--- src/rtl/fp16_norm_round.sv ---
// ---------------------------------------------------------------------------
// fp16_norm_round
// Two-stage normalise / round-to-nearest-even / pack unit for FP16 results.
//   Stage 1: leading-one detect on the raw mantissa, normalising shift
//            (right by one on carry, left clamped so the exponent stays >= 1),
//            exponent adjust and subnormal detection.
//   Stage 2: round-to-nearest-even, overflow to infinity, pack.
// Both stages use valid/ready flow control; a stage loads whenever it is
// empty or its content moves on in the same cycle.
//
// Ports
//   clk          clock, all state on the rising edge
//   rst          synchronous active-high reset, empties both stages
//   in_valid_i   operand valid           in_ready_o   operand accepted
//   sign_i       result sign
//   exp_i[5:0]   biased exponent 1..62 (subnormal operands arrive as 1)
//   mant_i[12:0] {carry, hidden, frac[9:0], guard}, unnormalised
//   sticky_i     OR of all bits below guard
//   out_valid_o  result valid           out_ready_i  result accepted
//   result_o     packed FP16 {sign, exp[4:0], frac[9:0]}
//   flags_o      {overflow, underflow, inexact}
//
// Build option
//   FP16_NORM_FLAGS_EN  defined: flags computed and pipelined with the result.
//                       undefined: flag logic removed, flags_o = 3'b000.
// ---------------------------------------------------------------------------
module fp16_norm_round (
    input  logic        clk,
    input  logic        rst,
    input  logic        in_valid_i,
    output logic        in_ready_o,
    input  logic        sign_i,
    input  logic [5:0]  exp_i,
    input  logic [12:0] mant_i,
    input  logic        sticky_i,
    output logic        out_valid_o,
    input  logic        out_ready_i,
    output logic [15:0] result_o,
    output logic [2:0]  flags_o
);

    // Leading zeros of a 12-bit vector counted from bit 11; 12 when all zero.
    function automatic logic [3:0] lzc12(input logic [11:0] v);
        logic [3:0] n;
        n = 4'd12;
        // Scanning upwards lets the highest set bit win.
        for (int i = 0; i < 12; i++) begin
            if (v[i]) begin
                n = 4'(11 - i);
            end else begin
                n = n;
            end
        end
        return n;
    endfunction

    logic        s1_valid_r;
    logic        s1_sign_r;
    logic [6:0]  s1_exp_r;      // encoded exponent, 0 = subnormal
    logic [11:0] s1_sig_r;      // {hidden, frac[9:0], guard}
    logic        s1_sticky_r;
    logic        s2_valid_r;
    logic [15:0] s2_result_r;

    logic        s2_adv_s;
    logic        s1_adv_s;

    logic [6:0]  exp_ext_s;
    logic [6:0]  exp_m1_s;
    logic [6:0]  lz_s;
    logic [6:0]  sh_s;
    logic [6:0]  exp_adj_s;
    logic [11:0] sig_s;
    logic        sticky_s;
    logic [6:0]  exp_enc_s;

    logic        round_up_s;
    logic [16:0] sum_s;         // {exp[6:0], frac[9:0]} after rounding
    logic        ovf_s;
    logic [15:0] result_s;

    assign s2_adv_s    = !s2_valid_r || out_ready_i;
    assign s1_adv_s    = !s1_valid_r || s2_adv_s;
    assign in_ready_o  = s1_adv_s;
    assign out_valid_o = s2_valid_r;
    assign result_o    = s2_result_r;

    // Stage 1 datapath: normalising shift and exponent adjust.
    always_comb begin
        exp_ext_s = {1'b0, exp_i};
        exp_m1_s  = exp_ext_s - 7'd1;
        lz_s      = {3'b000, lzc12(mant_i[11:0])};
        sh_s      = 7'd0;
        sig_s     = mant_i[11:0];
        sticky_s  = sticky_i;
        exp_adj_s = exp_ext_s;
        if (mant_i[12]) begin
            // Carry: the old guard drops into sticky, old bit 1 becomes guard.
            sig_s     = mant_i[12:1];
            sticky_s  = sticky_i | mant_i[0];
            exp_adj_s = exp_ext_s + 7'd1;
        end else begin
            // Left shift never takes the exponent below 1; what is left
            // unnormalised is a subnormal.
            sh_s      = (lz_s < exp_m1_s) ? lz_s : exp_m1_s;
            sig_s     = mant_i[11:0] << sh_s;
            sticky_s  = sticky_i;
            exp_adj_s = exp_ext_s - sh_s;
        end
        exp_enc_s = sig_s[11] ? exp_adj_s : 7'd0;
    end

    // Stage 1 register.
    always_ff @(posedge clk) begin
        if (rst) begin
            s1_valid_r  <= 1'b0;
            s1_sign_r   <= 1'b0;
            s1_exp_r    <= 7'd0;
            s1_sig_r    <= 12'd0;
            s1_sticky_r <= 1'b0;
        end else if (s1_adv_s) begin
            s1_valid_r <= in_valid_i;
            if (in_valid_i) begin
                s1_sign_r   <= sign_i;
                s1_exp_r    <= exp_enc_s;
                s1_sig_r    <= sig_s;
                s1_sticky_r <= sticky_s;
            end
        end
    end

    // Stage 2 datapath: RNE rounding; the increment ripples from the fraction
    // into the exponent, which also turns a rounded-up subnormal into exp 1.
    always_comb begin
        round_up_s = s1_sig_r[0] & (s1_sticky_r | s1_sig_r[1]);
        sum_s      = {s1_exp_r, s1_sig_r[10:1]} + {16'd0, round_up_s};
        ovf_s      = (sum_s[16:10] >= 7'd31);
        if (ovf_s) begin
            result_s = {s1_sign_r, 5'h1F, 10'h000};
        end else begin
            result_s = {s1_sign_r, sum_s[14:0]};
        end
    end

    // Stage 2 register; result only reloads when new data arrives.
    always_ff @(posedge clk) begin
        if (rst) begin
            s2_valid_r  <= 1'b0;
            s2_result_r <= 16'd0;
        end else if (s2_adv_s) begin
            s2_valid_r <= s1_valid_r;
            if (s1_valid_r) begin
                s2_result_r <= result_s;
            end
        end
    end

`ifdef FP16_NORM_FLAGS_EN
    logic       inexact_s;
    logic       underflow_s;
    logic [2:0] s2_flags_r;

    // Flag derivation; overflow is always reported as inexact too.
    always_comb begin
        inexact_s   = s1_sig_r[0] | s1_sticky_r | ovf_s;
        underflow_s = (sum_s[16:10] == 7'd0) & inexact_s;
    end

    // Flag register travelling alongside the stage 2 result.
    always_ff @(posedge clk) begin
        if (rst) begin
            s2_flags_r <= 3'b000;
        end else if (s2_adv_s && s1_valid_r) begin
            s2_flags_r <= {ovf_s, underflow_s, inexact_s};
        end
    end

    assign flags_o = s2_flags_r;
`else
    assign flags_o = 3'b000;
`endif

endmodule

--- config.mk ---
export PLATFORM = sky130hd
export DESIGN_NAME = fp16_norm_round
export DESIGN_NICKNAME = d
export VERILOG_FILES = /design/src/rtl/fp16_norm_round.sv
export SDC_FILE = /design/constraint.sdc
export NUM_CORES = 1
export LEC_CHECK = 0
export CAP_MARGIN = 20
export CELL_PAD_IN_SITES_DETAIL_PLACEMENT = 1
export CELL_PAD_IN_SITES_GLOBAL_PLACEMENT = 1
export CORE_ASPECT_RATIO = 2
export CORE_MARGIN = 5
export CORE_UTILIZATION = 40
export DETAILED_ROUTE_END_ITERATION = 8
export PLACE_DENSITY_LB_ADDON = 0.1
export SLEW_MARGIN = 15
export SYNTH_ARGS = -nofsm -noshare
export SYNTH_HDL_FRONTEND = slang
export SYNTH_SLANG_ARGS = --single-unit
--- constraint.sdc ---
create_clock -name clk -period 7.2 [get_ports clk]
set_clock_uncertainty 0.15 [all_clocks]
set_input_delay 0.72 -clock clk [delete_from_list [all_inputs] [get_ports clk]]
set_output_delay 0.72 -clock clk [all_outputs]
set_load 0.005 [all_outputs]
==> results.txt <==
Commonest cells post-synth: 47 x nor2_1, 39 x nand2_1, 38 x dfxtp_1
Cells after synthesis: 399
Ys async rst share: 0%
Grt total ovfl: 0
Relative slew slack: 33.2%
Yosys cell types: 69
CP Max Fanout: 16
Placed Instances: 516
Synth area leaders: dfxtp_1 25%, a21oi_1 5.9%, nor2_1 5.8%, ha_1 4.9%, nand2_1 4.8%
Max Transition Viols Final: 0
Max Cap Viol: 0
RSZ-0062 raised after global routing: false
Via density: 5.83
Final setup viols: 0
I/O pin count: 46
Initial antenna violation count: 0
Worst hold path type: register to register
Most common cell in the netlist: nor2_1
Vias in the first global route: 3,086
Post-cts resize count: 0
Area Overhead vs Synth: 18.7%
First-pass GRT wire length: 15,200 um
Core area: 7540 sq um
Clock Tree Buf Depth: 2
Synth warn: 0
# Post-CTS Setup Buffers: 0
Max frequency: 0.167 GHz
Antenna cells: 0
Crit end category: register
Non-Filler Instances: 523
CP Data Arrival Time: 6.04 ns
Status: finished, final reports clean
Detailed Routing Iterations Pass 1: 4
WS Path Type: input port to register
Initial core utilization: 40.5%
Startpoint types: input port
Netlist area before placement: 3060 sq um
#FFs+latches synth: 38
Ys flop type: dfxtp_1
DR iter-0 viols: 75
Largest net degree at the start of global routing: 40
PD cells: 175 nW/um^2
Die area: 9600 sq um
Fraction of layout cells with a size suffix above 1: 6.99%
FP Rows: 45
Actual slew at the worst max-slew pin: 0.991 ns
Number of port buffers: 42
Total track usage: 20.1%
Total Wirelength: 9310 um
Flop2flop setup slack: 4.04 ns
Clk sinks: 38
Period utilization: 83.1%
Data required, critical path: 7.26 ns
Placed wire-length estimate: 7540 um
Worst vdd ir: 84.3 uV
CP cell instances: clkdlybuf4s50_1 > or4_1 > nand2b_1 > inv_1 > ha_1 > nor2_1 > or4_1 > nor3_1 > or2_1 > inv_2 > ha_1 > xnor2_1 > nor2_1 > ha_1 > a21oi_1 > o21bai_1 > a21o_1 > a21oi_1 > xnor2_1 > o21ai_1 > a21oi_1
Worst-path clk slew: 0.05 ns
Average wire per standard cell: 17.8 um
Htree depth: 2
TNS Setup: 0 ns
Syn Area/Cell: 7.67 sq um
Area leader, netlist: dfxtp_1
Die Y: 134 um
Hold Violations, Final: 0
Root buf cell: clkbuf_16
Number of synthesized flops with an enable pin: 0
Tmin final: 5.98 ns
Number of buffers created by CTS: 5
Die Width: 71.8 um
CP peak stage delay: 0.62 ns
Vias: 3,049
CTS tree: built
CTS Hold Bufs: 0
Lkg Pwr: 0.00134 uW
DR DRC count: 0
ANT nets after route: 0
Sequential fraction of the synthesis area: 24.9%
Skew-Pair Late Insertion Delay: 0.28 ns
Gp weighted congestion: 0.926
Top cell type's share of synthesized area: 24.9%
Nets@finish: 467
Highest-delay cell along the critical path: or4_1
per-layer routing:
metal	global-route usage (%)	vias up	routed length, um
met5	0	-	0
met4	13.1	0	556
met3	1.96	29	215
met2	38.8	62	5340
met1	19.0	1457	3200
li1	-	1501	-
final timing paths:
path | cells past startpoint | end | startpoint
max | 21 | s1_exp_r[6] | mant_i[9]
min | 2 | result_o[15] | result_o[15]
max reg2reg | 10 | result_o[2] | s1_sig_r[1]
min reg2reg | 2 | result_o[15] | result_o[15]
placed cells by master, fill, tap and decap left out, drive strengths merged, types with 7 or more instances in the layout:
cell           synthesis  routed
dfxtp                 38      38
nor2                  49      49
a2bb2oi               11      11
nand2                 40      40
nor3                  14      14
clkdlybuf4s50          0      42
nand3                 10      10
xor2                  12      12
xnor2                 11      11
a211oi                11      11
ha                    12      12
clkbuf                10       7
o21ai                 19      19
a21oi                 39      39
inv                   16      16
stage by stage:
stage / cell area, sq um / setup slack (ns) / hold slack (ns) / util (%) / total power (uW)
after CTS: 3630 / 1.24 / 0.318 / 48.1 / 644
final: 3630 / 1.22 / 0.311 / 48.1 / 635
after global placement: 3500 / 1.03 / 0.292 / 46.4 / 433
after detailed placement: 3500 / 0.958 / 0.310 / 46.4 / 437
after global routing: 3630 / 0.931 / 0.327 / 48.1 / 672
after floorplan: 3070 / 2.42 / 0.282 / - / 376
critical path: cells and delay by family:
kind	cells	cell delay (ns)
AND/OR/NAND/NOR	7	2.41
AO/OA/AOI/OAI	6	0.84
adder cells (fa/ha/maj)	3	0.81
buffers and inverters	3	0.97
XOR/XNOR	2	0.30
power breakdown:
part	internal [uW]	switching [uW]	total (uW)	leakage, uW
combinational	83.9	107	191	0.000967
clock	126	76.4	203	0.0000640
sequential	227	13.9	241	0.000312
final cells by class:
type                            instances  area [sq um]
Fill cell                             974          3920
Multi-Input combinational cell        322          2110
Sequential cell                        38           761
Timing Repair Buffer                   45           443
Clock buffer                            7           133
Tap cell                               94           118
Inverter                               17          68.8
flip-flops by register name, indices dropped and copies added, names as in the netlist:
signal	flops
s1_valid_r	1
s1_sign_r	1
s1_sig_r	11
result_o	16
s1_sticky_r	1
out_valid_o	1
s1_exp_r	7
cells by family (layout without fill, tap and decap cells):
group,Yosys count,count (layout),share of synthesized area (%)
simple gates,144,144,23.1
compound gates,132,132,30.9
buf+inv,41,69,6.50
flops,38,38,24.9
xor+xnor,23,23,6.58
fa+ha+maj,14,14,5.93
mux,6,6,2.00
other cells,1,3,0.123
(Power assumes the default switching activity.)
